--- src/rtl/ghost_movement.sv ---
// Ghost tile walker: probes the four neighbours, picks a direction, steps one tile.
// Optional GHOST_REVERSE_EN adds a reverse_req input that forces a U-turn at the next decision.
//
// state  | meaning
// IDLE   | after reset, one cycle before the first probe round
// PROBE  | reading neighbours L,R,U,D one at a time from the maze
// SETTLE | one cycle for the AI to see the fresh validDirection
// DECIDE | pick requested, continued or no direction
// MOVE   | advance ghost_offset on move_tick until the tile completes
module ghost_movement #(
  parameter int START_X    = 13,
  parameter int START_Y    = 11,
  parameter int GRID_W     = 28,
  parameter int GRID_H     = 31,
  parameter int TILE_STEPS = 8
) (
  input  logic       clk_25mhz,
  input  logic       reset,
  input  logic       move_tick,
  input  logic [3:0] BlinkyDirection,
`ifdef GHOST_REVERSE_EN
  input  logic       reverse_req,
`endif
  input  logic       wall_rd_valid,
  input  logic       wall_is_open,
  output logic       wall_rd_req,
  output logic [4:0] wall_addr_x,
  output logic [4:0] wall_addr_y,
  output logic [4:0] GhostPosition_x,
  output logic [4:0] GhostPosition_y,
  output logic [2:0] ghost_offset,
  output logic [3:0] validDirection,
  output logic [3:0] BlinkyDirActual,
  output logic       step_done
);

  localparam logic [4:0] X_MAX   = 5'(GRID_W - 1);
  localparam logic [4:0] Y_MAX   = 5'(GRID_H - 1);
  localparam logic [4:0] X_START = 5'(START_X);
  localparam logic [4:0] Y_START = 5'(START_Y);
  localparam logic [2:0] OFF_MAX = 3'(TILE_STEPS - 1);

  typedef enum logic [2:0] {IDLE, PROBE, SETTLE, DECIDE, MOVE} state_t;

  state_t     state, state_nxt;
  logic [1:0] probe_idx;
  logic [3:0] open_acc;
  logic [3:0] last_dir;
  logic [3:0] choice;
  logic [3:0] probe_dir;
  logic       probe_blocked;
  logic       rd_done;
  logic       probe_step;
  logic       probe_bit;
  logic       last_probe;
  logic       tile_done;

  // Wrap is an explicit compare against the grid edge, not a 5-bit rollover.
  function automatic logic [4:0] step_x(input logic [4:0] x, input logic [3:0] d);
    if (d[0]) return (x == 5'd0) ? X_MAX : x - 5'd1;
    if (d[1]) return (x == X_MAX) ? 5'd0 : x + 5'd1;
    return x;
  endfunction

  function automatic logic [4:0] step_y(input logic [4:0] y, input logic [3:0] d);
    if (d[2]) return (y == 5'd0) ? y : y - 5'd1;
    if (d[3]) return (y == Y_MAX) ? y : y + 5'd1;
    return y;
  endfunction

  assign probe_dir     = 4'b0001 << probe_idx;
  assign probe_blocked = (probe_idx == 2'd2 && GhostPosition_y == 5'd0) ||
                         (probe_idx == 2'd3 && GhostPosition_y == Y_MAX);
  // A response only counts while our own request is outstanding.
  assign rd_done       = wall_rd_req && wall_rd_valid;
  assign probe_step    = (state == PROBE) && (rd_done || (!wall_rd_req && probe_blocked));
  assign probe_bit     = rd_done ? wall_is_open : 1'b0;
  assign last_probe    = probe_step && (probe_idx == 2'd3);
  assign tile_done     = (state == MOVE) && move_tick && (ghost_offset == OFF_MAX);

  assign BlinkyDirActual = (state == MOVE) ? last_dir : 4'b0000;

`ifdef GHOST_REVERSE_EN
  logic       rev_flag;
  logic [3:0] opp_dir;

  assign opp_dir = {last_dir[2], last_dir[3], last_dir[0], last_dir[1]};

  always_ff @(posedge clk_25mhz or negedge reset) begin
    if (!reset)                rev_flag <= 1'b0;
    else if (state == DECIDE)  rev_flag <= reverse_req;
    else if (reverse_req)      rev_flag <= 1'b1;
  end
`endif

  always_comb begin
    choice = 4'b0000;
    if ($onehot(BlinkyDirection) && (BlinkyDirection & validDirection) != 4'b0000)
      choice = BlinkyDirection;
    else if ((last_dir & validDirection) != 4'b0000)
      choice = last_dir;
`ifdef GHOST_REVERSE_EN
    if (rev_flag && (opp_dir & validDirection) != 4'b0000)
      choice = opp_dir;
`endif
  end

  always_comb begin
    state_nxt = state;
    case (state)
      IDLE:    state_nxt = PROBE;
      PROBE:   if (last_probe) state_nxt = SETTLE;
      SETTLE:  state_nxt = DECIDE;
      DECIDE:  state_nxt = (choice != 4'b0000) ? MOVE : PROBE;
      MOVE:    if (tile_done) state_nxt = PROBE;
      default: state_nxt = IDLE;
    endcase
  end

  always_ff @(posedge clk_25mhz or negedge reset) begin
    if (!reset) state <= IDLE;
    else        state <= state_nxt;
  end

  always_ff @(posedge clk_25mhz or negedge reset) begin
    if (!reset) begin
      probe_idx       <= 2'd0;
      open_acc        <= 4'b0000;
      validDirection  <= 4'b0000;
      last_dir        <= 4'b0000;
      wall_rd_req     <= 1'b0;
      wall_addr_x     <= 5'd0;
      wall_addr_y     <= 5'd0;
      GhostPosition_x <= X_START;
      GhostPosition_y <= Y_START;
      ghost_offset    <= 3'd0;
      step_done       <= 1'b0;
    end else begin
      step_done <= tile_done;
      case (state)
        PROBE: begin
          if (probe_step) begin
            wall_rd_req         <= 1'b0;
            open_acc[probe_idx] <= probe_bit;
            probe_idx           <= probe_idx + 2'd1;
            if (probe_idx == 2'd3) validDirection <= {probe_bit, open_acc[2:0]};
          end else if (!wall_rd_req) begin
            wall_rd_req <= 1'b1;
            wall_addr_x <= step_x(GhostPosition_x, probe_dir);
            wall_addr_y <= step_y(GhostPosition_y, probe_dir);
          end
        end
        DECIDE: begin
          if (choice != 4'b0000) last_dir <= choice;
        end
        MOVE: begin
          if (tile_done) begin
            ghost_offset    <= 3'd0;
            GhostPosition_x <= step_x(GhostPosition_x, last_dir);
            GhostPosition_y <= step_y(GhostPosition_y, last_dir);
          end else if (move_tick) begin
            ghost_offset <= ghost_offset + 3'd1;
          end
        end
        default: ;
      endcase
    end
  end

endmodule

--- config.mk ---
export PLATFORM = sky130hd
export DESIGN_NAME = ghost_movement
export DESIGN_NICKNAME = d
export VERILOG_FILES = /design/src/rtl/ghost_movement.sv
export SDC_FILE = /design/constraint.sdc
export NUM_CORES = 1
export LEC_CHECK = 0
export ABC_AREA = 1
export BUFFER_PORTS_ARGS = -buffer_cell sky130_fd_sc_hd__buf_4
export CAP_MARGIN = 20
export CORE_MARGIN = 2
export CORE_UTILIZATION = 51
export CTS_BUF_LIST = sky130_fd_sc_hd__clkbuf_4 sky130_fd_sc_hd__clkbuf_8 sky130_fd_sc_hd__clkbuf_16
export CTS_CLUSTER_SIZE = 14
export DETAILED_ROUTE_END_ITERATION = 12
export GPL_TIMING_DRIVEN = 0
export PLACE_DENSITY = 0.83
export REMOVE_ABC_BUFFERS = 1
export SYNTH_ARGS = -nofsm -noshare
export SYNTH_HDL_FRONTEND = slang
export SYNTH_SLANG_ARGS = --single-unit
--- constraint.sdc ---
create_clock -name clk_25mhz -period 1.7 [get_ports clk_25mhz]
set_input_delay 0.255 -clock clk_25mhz [delete_from_list [all_inputs] [get_ports clk_25mhz]]
set_output_delay 0.255 -clock clk_25mhz [all_outputs]
set_load 0.01 [all_outputs]
# After elaboration in Yosys (flattened, before gate mapping)
# Index checks and enable logic that the tools add are counted.
# word_totals
ff_bits,42
input_bits,9
out_inout_bits,33
wordCells,136
# classes
add_sub_neg,9
magnitude_cmp,2
eq_ne,12
n_shift,1
muxes,66
n_bitwise,4
n_reduce_logical,30
# op_table
op,n
5-bit 2-to-1 mux,20
1-bit 2-to-1 mux,35
3-bit 2-to-1 mux,5
3-bit case mux with 5 select lines,1
4-bit 2-to-1 mux,3
3-bit AND reduction,4
4-bit nonzero test,3
"5-bit by 1-bit adder with 5-bit output, second input constant",2
"5-bit equality test, second input constant",2
1-bit logical AND,10
5-bit logical NOT,2
"5-bit by 1-bit subtractor with 5-bit output, second input constant",2
4-bit AND,2
2-bit AND reduction,4
"3-bit by 1-bit equality test with 1-bit output, second input constant",2
"3-bit by 2-bit equality test with 1-bit output, second input constant",2
"3-bit equality test, second input constant",2
2-bit nonzero test,3
1-bit by 1-bit adder with 2-bit output,2
4-bit bitwise mux,1
"2-bit equality test, second input constant",2
"2-bit inequality test, second input constant",2
"1-bit by 2-bit left shift with 4-bit output, first input constant",1
2-bit by 2-bit adder with 3-bit output,1
9 further kinds,11

# Depth between registers and ports, before layout
# Gate-level depths: netlist of run 1.
# logic_depth
depth_word,14
ltp_mapped,14
ltp_nobuf,14

# Worst setup path before layout of run 1
# No wires, ideal clock.
# synth_timing
path_type,input to register
from,input port BlinkyDirection[0]
to,register state[2]
setup_time_ns,0.123
arrival_ns,2.193
t_required_ns,1.577
path_slack_ns,-0.616
cell_stages,13
n_path_buf,0
cell_sequence,inv_1 -> fa_1 -> inv_1 -> ha_1 -> ha_1 -> nor3b_4 -> o21ai_2 -> nand2_1 -> nand2_1 -> nor2_1 -> nand2_1 -> nand2_1 -> nand2_1
# synth_via
elab_chain_len,8
elab_cells_between_ends,10
cone_classes,add/sub (2); eq/ne (1); mux (3); bitwise (1); reduce/logical (3)
# synth_rtl
item,line_no,source
start: declaration,20,"input logic [3:0] BlinkyDirection,"
1-bit by 1-bit adder with 2-bit output (implied by the code),98,if ($onehot(BlinkyDirection) && (BlinkyDirection & validDirection) != 4'b0000)
2-bit by 2-bit adder with 3-bit output (implied by the code),98,
3-bit by 1-bit equality test with 1-bit output,98,
1-bit logical AND,98,
4-bit 2-to-1 mux *,98,
4-bit nonzero test *,114,DECIDE: state_nxt = (choice != 4'b0000) ? MOVE : PROBE;
3-bit 2-to-1 mux *,114,
3-bit case mux with 5 select lines *,110,case (state)
end signal: assignment,122,else state <= state_nxt;
end: declaration,45,"state_t state, state_nxt;"
# Mark *: on every way between the ends. The rest lies on a longest branch, timed or not.
# A chain may end at the register's enable or synchronous reset.

# Final worst setup path of run 1
# layout_timing
from,input port BlinkyDirection[3]
to,register state[0]
# Same word-level chain as after synthesis.

==> impl_metrics.env, run 1 <==
export IMPL_gp_congestion=0.938
export IMPL_drcViolationCount=0
export IMPL_viasPerCell=5.48
export IMPL_dp_hpwl_um=4510
export IMPL_clockBufferDepth=2
export IMPL_p_leak_uw=0.00176
export IMPL_synthToLayoutAreaGrowth_pct=35.8
export IMPL_crit_type="in2reg"
export IMPL_grtUsageTotal_pct=23.4
export IMPL_cp_start_kind="primary input"
export IMPL_die_h_um=76.4
export IMPL_root_buffer="clkbuf_8"
export IMPL_drv_slew=0
export IMPL_slew_limit_headroom_pct=62.9
export IMPL_yosys_area_top_type_share_pct=32.8
export IMPL_clkSinkCount=41
export IMPL_ys_top_cells_by_area="dfrtp_1 33%, nand2_1 12%, ha_1 6.6%, dfstp_2 5.9%, inv_1 5.9%"
export IMPL_antenna_found_initial=0
export IMPL_p_per_area_mw_per_mm2=1260
export IMPL_reg2reg_to="wall_addr_x[3]"
export IMPL_cts_clk_slew_worst_paths_ps=90
export IMPL_synth_area_mm2=0.00267
export IMPL_synth_top_area_cell="dfrtp_1"
export IMPL_routed_top_layer="met4"
export IMPL_clock_fmax_mhz=465
export IMPL_ir_drop_mv=0.974
export IMPL_met1_length_um=3070
export IMPL_ys_warn_count=0
export IMPL_worstHoldPathType="in2reg"
export IMPL_path_delay_family="adder cells"
export IMPL_cpMaxStageDelayCell="fa_1"
export IMPL_r2r_start="GhostPosition_y[1]"
export IMPL_cts_buffers=5
export IMPL_dr_wl_met2_um=3440
export IMPL_fp_dieArea_mm2=0.00584
export IMPL_cp_depth=15
export IMPL_dp_cells=454
export IMPL_crit_path_end_kind="flop"
export IMPL_routed_wl_um=7030
export IMPL_via_count=2673
export IMPL_cpMostUsedCell="nand2_1"
export IMPL_seq_area_frac_synth_pct=38.7
export IMPL_ant_nets=0
export IMPL_path_buf_inv=3
export IMPL_fin_cells=488
export IMPL_diodes=0
export IMPL_cts_tree="yes"
export IMPL_cp_max_fo=4
export IMPL_cts_max_level=2
export IMPL_fin_skew_ps=13.3
export IMPL_die_width_um=76.4
export IMPL_drt_iter0_markers=213
export IMPL_period_needed_ps=2150
export IMPL_drv_cap=0
export IMPL_min_period_over_period_pct=126
export IMPL_layout_setup_ws_ps=-449
export IMPL_cp_cell_sequence="buf_8 -> inv_4 -> fa_1 -> inv_1 -> ha_2 -> ha_4 -> nor3b_4 -> o21ai_2 -> nand2_1 -> nand2_1 -> nor2_4 -> nand3_1 -> nand2_1 -> nand2_1 -> nand2_1"
export IMPL_grt_pass1_vias=2455
export IMPL_tightest_slew_ps=555
export IMPL_io_buffers=41
export IMPL_grt_max_degree=42
export IMPL_syn_inst=347
export IMPL_hold_viol=0
export IMPL_synth_seq_cells=41
export IMPL_wl_met3_um=389
export IMPL_core_mm2=0.00507
export IMPL_setup_viol=20
export IMPL_status="finished with violations"
export IMPL_rsz0062_at_grt="true"
export IMPL_final_nets=442
export IMPL_grt_pass1_wl_um=11300
export IMPL_rows=26
export IMPL_cp_endpoint="state[0]"
export IMPL_drt_first_pass_iters=5
export IMPL_start_util_pct=52.7
export IMPL_yosys_cell_types_count=34
export IMPL_worstSetupStartpoint="BlinkyDirection[3]"
export IMPL_pin_count=42
export IMPL_setup_tns_final_ps=-3120
export IMPL_cp_data_required_time_ps=1940
export IMPL_rrSetupSlack_ps=-80
export IMPL_layout_drive_gt1_share_pct=34.0
export IMPL_grt_remaining_overflow=0
export IMPL_worstSkewPairLatency_ps=300
export IMPL_cp_arrival_ps=2380
export IMPL_worstRegToRegCells=9
export IMPL_post_place_ws_ps=-929
export IMPL_slowest_delay_ps=540
export IMPL_wl_per_cell_um=14.4
export IMPL_postSynthAreaPerCell_um2=7.71
export IMPL_violations="negative setup slack"
## tightest hold or removal path: stages
cell and delay [ps]:
buf_4 120, nand3_1 140, o21ai_1 90
## power by group
part	total, uW	internal, uW	switching [uW]
Sequential	1560	1280	287
Clock	765	427	338
Combinational	2230	983	1240
## logic make-up (layout without fill, tap and decap cells)
logic type | after synthesis | count (layout) | synth area share (%)
buffers and inverters | 48 | 119 | 7.35
DFF | 41 | 41 | 38.7
and+or+nand+nor | 165 | 165 | 27.3
AOI/OAI and AO/OA | 67 | 67 | 15.5
xor gates and xnor gates | 8 | 8 | 2.62
muxes | 3 | 3 | 1.26
adders and majority gates | 15 | 15 | 7.30
## Yosys cell counts
cell type,n
nand2_1,88
o21ai_0,24
a31oi_1,4
mux2_1,3
nand2_2,6
o22ai_1,3
a21oi_4,2
nor2_1,35
dfstp_2,6
clkbuf_1,1
nor2_4,2
nand3_2,1
a21oi_2,2
nor2_2,3
fa_1,1
buf_2,1
a22oi_1,2
o22a_1,1
nand4_1,3
nand3_4,1
xor2_1,7
o211ai_1,10
ha_1,14
inv_1,42
o21ai_2,1
a21oi_1,11
buf_6,2
inv_2,2
xnor2_1,1
dfrtp_1,35
a21o_1,1
nor3b_4,1
o21ai_1,6
nand3_1,25
## through the flow
stage | cell area (um^2) | hold WS (ps) | util (%) | total power [uW]
4_1_cts | 3420 | 322 | 67.4 | 4290
5_1_grt | 3630 | 356 | 71.5 | 4870
6_report | 3630 | 333 | 71.5 | 4560
2_1_floorplan | 2640 | -40.6 | - | 2650
3_5_place_dp | 3040 | 266 | 59.9 | 3280
3_3_place_gp | 3040 | 265 | 59.9 | 3190
## timing repair
action	4_1_cts	5_1_grt
gates resized for setup	40	33
gates cloned	1	0
endpoints found under the hold margin	35	0
buffers inserted	15	10
pin swaps	19	10
hold buffers	1	0
setup endpoints to repair	28	31
## area by class of cell
class | instances | area [um^2]
fillers | 390 | 1450
flip-flops and latches | 41 | 1030
clock inverters | 2 | 35.0
inverters | 44 | 180
multi-input cells | 258 | 1680
repair buffers | 67 | 536
clock buffers | 5 | 68.8
well taps | 70 | 87.6
repair inverters | 1 | 7.51
## state kept, by name, indices dropped and copies added (netlist names)
name	cells
GhostPosition_x	5
GhostPosition_y	5
wall_addr_x	5
wall_addr_y	5
last_dir	4
validDirection	4
ghost_offset	3
open_acc	3
state	3
probe_idx	2
step_done	1
wall_rd_req	1
## metal layers
layer  global-route usage (%)  vias to the layer above
met5                        0                        -
met4                     8.73                        0
met3                     3.79                       15
met2                     39.6                       94
met1                     30.3                     1285
li1                         -                     1279
## cell usage in the layout (no fill, tap or decap), drive strengths merged
cell / n
o211ai: 10
nand3: 27
nor2: 40
dfstp: 6
dlygate4sd3: 1
nand4: 3
clkbuf: 5
nor3b: 1
xnor2: 1
o22a: 1
fa: 1
dfrtp: 35
clkinv: 1
a22oi: 2
a21oi: 15
mux2: 3
ha: 14
o21ai: 31
o22ai: 3
a31oi: 4
nand2: 94
inv: 44
clkinvlp: 1
buf: 66
bufinv: 1
xor2: 7
a21o: 1
## how the worst min path moves through the flow
| stage | from | to | slack (ps) | cells after the start |
|---|---|---|---|---|
| 2_1_floorplan | reset | GhostPosition_x[1] | -40 | 0 |
| 3_3_place_gp | reset | GhostPosition_y[4] | 260 | 1 |
| 3_5_place_dp | reset | wall_addr_y[3] | 270 | 1 |
| 4_1_cts | wall_rd_valid | open_acc[0] | 320 | 3 |
| 5_1_grt | wall_rd_valid | open_acc[1] | 360 | 3 |
| 6_report | wall_rd_valid | open_acc[1] | 330 | 3 |
No activity file was read; power rests on OpenSTA's default activity.
==> run 2: changes to the inputs <==
ABC_AREA = unset   (was 1)
ABC_CLOCK_PERIOD_IN_PS = 1700   (was unset)
==> impl_metrics.env, run 2 <==
export IMPL_synthToLayoutAreaGrowth_pct=44.3
export IMPL_grt_pass1_wl_um=12000
export IMPL_yosysMostFrequentCell="dfrtp_1"
export IMPL_period_needed_ps=1990
export IMPL_use_met1_pct=31.4
export IMPL_ir_drop_mv=0.906
export IMPL_fin_skew_ps=5.32
export IMPL_cp_max_fo=6
export IMPL_tightest_slew_ps=522
export IMPL_io_buffers=41
export IMPL_violations="negative setup slack"
export IMPL_cts_clk_slew_worst_paths_ps=90
export IMPL_ys_top_cells_by_area="dfrtp_1 33%, ha_1 6.5%, dfstp_2 5.9%, o21ai_0 4.7%, a21oi_1 4.3%"
export IMPL_root_buffer="clkbuf_8"
export IMPL_p_leak_uw=0.00164
export IMPL_via_count=2796
export IMPL_syn_inst=291
export IMPL_antenna_found_initial=0
export IMPL_rows=26
export IMPL_drv_slew=0
export IMPL_p_per_area_mw_per_mm2=1090
export IMPL_grtUsageTotal_pct=25.2
export IMPL_pin_count=42
export IMPL_synthTopCellsByCount="35 x dfrtp_1, 27 x nand2_1, 25 x o21ai_0, 23 x a21oi_1"
export IMPL_core_mm2=0.00507
export IMPL_clock_fmax_mhz=502
export IMPL_cts_max_level=2
export IMPL_grt_most_used_layer="met2"
export IMPL_diodes=0
export IMPL_setup_tns_final_ps=-6440
export IMPL_fin_area_mm2=0.00387
export IMPL_fin_hold_ws_ps=183
export IMPL_clkSinkCount=41
export IMPL_fp_dieArea_mm2=0.00585
export IMPL_yosys_area_top_type_share_pct=32.7
export IMPL_grt_pass1_vias=2526
export IMPL_drv_cap=0
export IMPL_start_util_pct=52.8
export IMPL_crit_type="reg2reg"
export IMPL_final_nets=395
export IMPL_routed_wl_um=8310
export IMPL_grt_remaining_overflow=0
export IMPL_rsz0062_at_grt="true"
export IMPL_cp_data_required_time_ps=1890
export IMPL_drt_iter0_markers=295
export IMPL_status="finished with violations"
export IMPL_use_met3_pct=3.32
export IMPL_dp_hpwl_um=4300
export IMPL_hold_viol=0
export IMPL_cp_start_kind="flop"
export IMPL_die_h_um=76.5
export IMPL_setup_viol=36
export IMPL_viasPerCell=6.33
export IMPL_synth_area_mm2=0.00268
export IMPL_crit_path_end_kind="flop"
export IMPL_final_core_util_pct=76.2
export IMPL_layout_drive_gt1_share_pct=46.2
export IMPL_layout_setup_ws_ps=-291
export IMPL_ys_warn_count=0
export IMPL_drcViolationCount=0
export IMPL_min_period_over_period_pct=117
export IMPL_worstHoldPathType="in2reg"
export IMPL_async_flop_share_pct=100
export IMPL_seq_area_frac_synth_pct=38.6
export IMPL_dpl_cell_area_mm2=0.00301
export IMPL_drt_first_pass_iters=5
export IMPL_grt_max_degree=42
export IMPL_synth_seq_cells=41
export IMPL_worstSkewPairLatency_ps=300
export IMPL_layout_commonest_cell="buf_4"
export IMPL_cts_tree="yes"
export IMPL_postSynthAreaPerCell_um2=9.21
export IMPL_ant_nets=0
export IMPL_grt_util_met2_pct=42.3
export IMPL_power_total_uw=4200
export IMPL_cp_arrival_ps=2180
export IMPL_gp_congestion=0.885
export IMPL_synth_top_area_cell="dfrtp_1"
export IMPL_yosys_cell_types_count=53
export IMPL_postSynth_topFlopCell="dfrtp_1"
export IMPL_wl_per_cell_um=18.8
export IMPL_die_width_um=76.5
export IMPL_synth_edf_count=0
export IMPL_slew_limit_headroom_pct=65.2
export IMPL_clockBufferDepth=2
export IMPL_layout_common_cells="68 x buf_4, 30 x dfrtp_1, 18 x nand2_1"
export IMPL_cts_buffers=5
[run 2: where the power goes]
part / switching (uW) / leakage (uW) / internal, uW / total [uW]
clock: 364 / 0.0000408 / 305 / 670
sequential: 342 / 0.000509 / 1210 / 1550
combinational: 1020 / 0.00109 / 961 / 1990
total: 1730 / 0.00164 / 2470 / 4200
[run 2: stage by stage]
stage | setup slack [ps] | instances
after CTS | -268 | 424
after global routing | -350 | 442
after global placement | -783 | 389
after detailed placement | -843 | 389
after floorplan | -518 | 278
final | -291 | 442
[run 2: worst paths after layout]
kind | cells past startpoint | endpoint | slack [ps] | start
min in group asynchronous | 2 | ghost_offset[1] | 470 | reset
min | 2 | last_dir[0] | 180 | BlinkyDirection[0]
max reg2reg | 7 | validDirection[1] | -290 | GhostPosition_y[0]
min reg2reg | 2 | wall_addr_y[1] | 500 | wall_addr_y[1]
max | 7 | validDirection[1] | -290 | GhostPosition_y[0]
max in group asynchronous | 2 | GhostPosition_y[2] | 830 | reset
[run 2: final cells by class]
type | instances | area (um^2)
Multi-Input combinational cell | 222 | 1860
Fill cell | 311 | 1210
Sequential cell | 41 | 1040
Timing Repair Buffer | 85 | 716
Tap cell | 70 | 87.6
Clock buffer | 6 | 76.3
Inverter | 16 | 70.1
Clock inverter | 2 | 15.0
[run 2: worst max-delay path, cell delays in order, from the launching register on]
cell and delay, ps:
dfstp_2 570, inv_4 60, ha_4 170, nor4b_4 140, a221oi_4 370, nor2_4 80
and2_4 200, mux2_4 300
[run 2: timing repair]
item | 4_1_cts | 5_1_grt
cloned | 0 | 1
buffers inserted | 26 | 17
gates resized for setup | 63 | 52
pin swaps | 22 | 21
endpoints found under the setup margin | 38 | 40
endpoints found under the hold margin | 35 | 0
hold buffers | 1 | 0
[run 2: metal layers]
metal  routed length (um)  vias to the layer above
li1                     -                     1234
met2                 4110                      181
met1                 3260                     1329
met5                    0                        -
met4                  395                        0
met3                  542                       52
[run 2: cells by family after synthesis]
kind of cell | synth area share [%]
adder cells (fa/ha/maj) | 7.28
AND/OR/NAND/NOR | 19.7
XOR/XNOR | 1.63
AO/OA/AOI/OAI | 24.0
buffers and inverters | 4.57
flip-flops | 38.6
multiplexers | 4.30
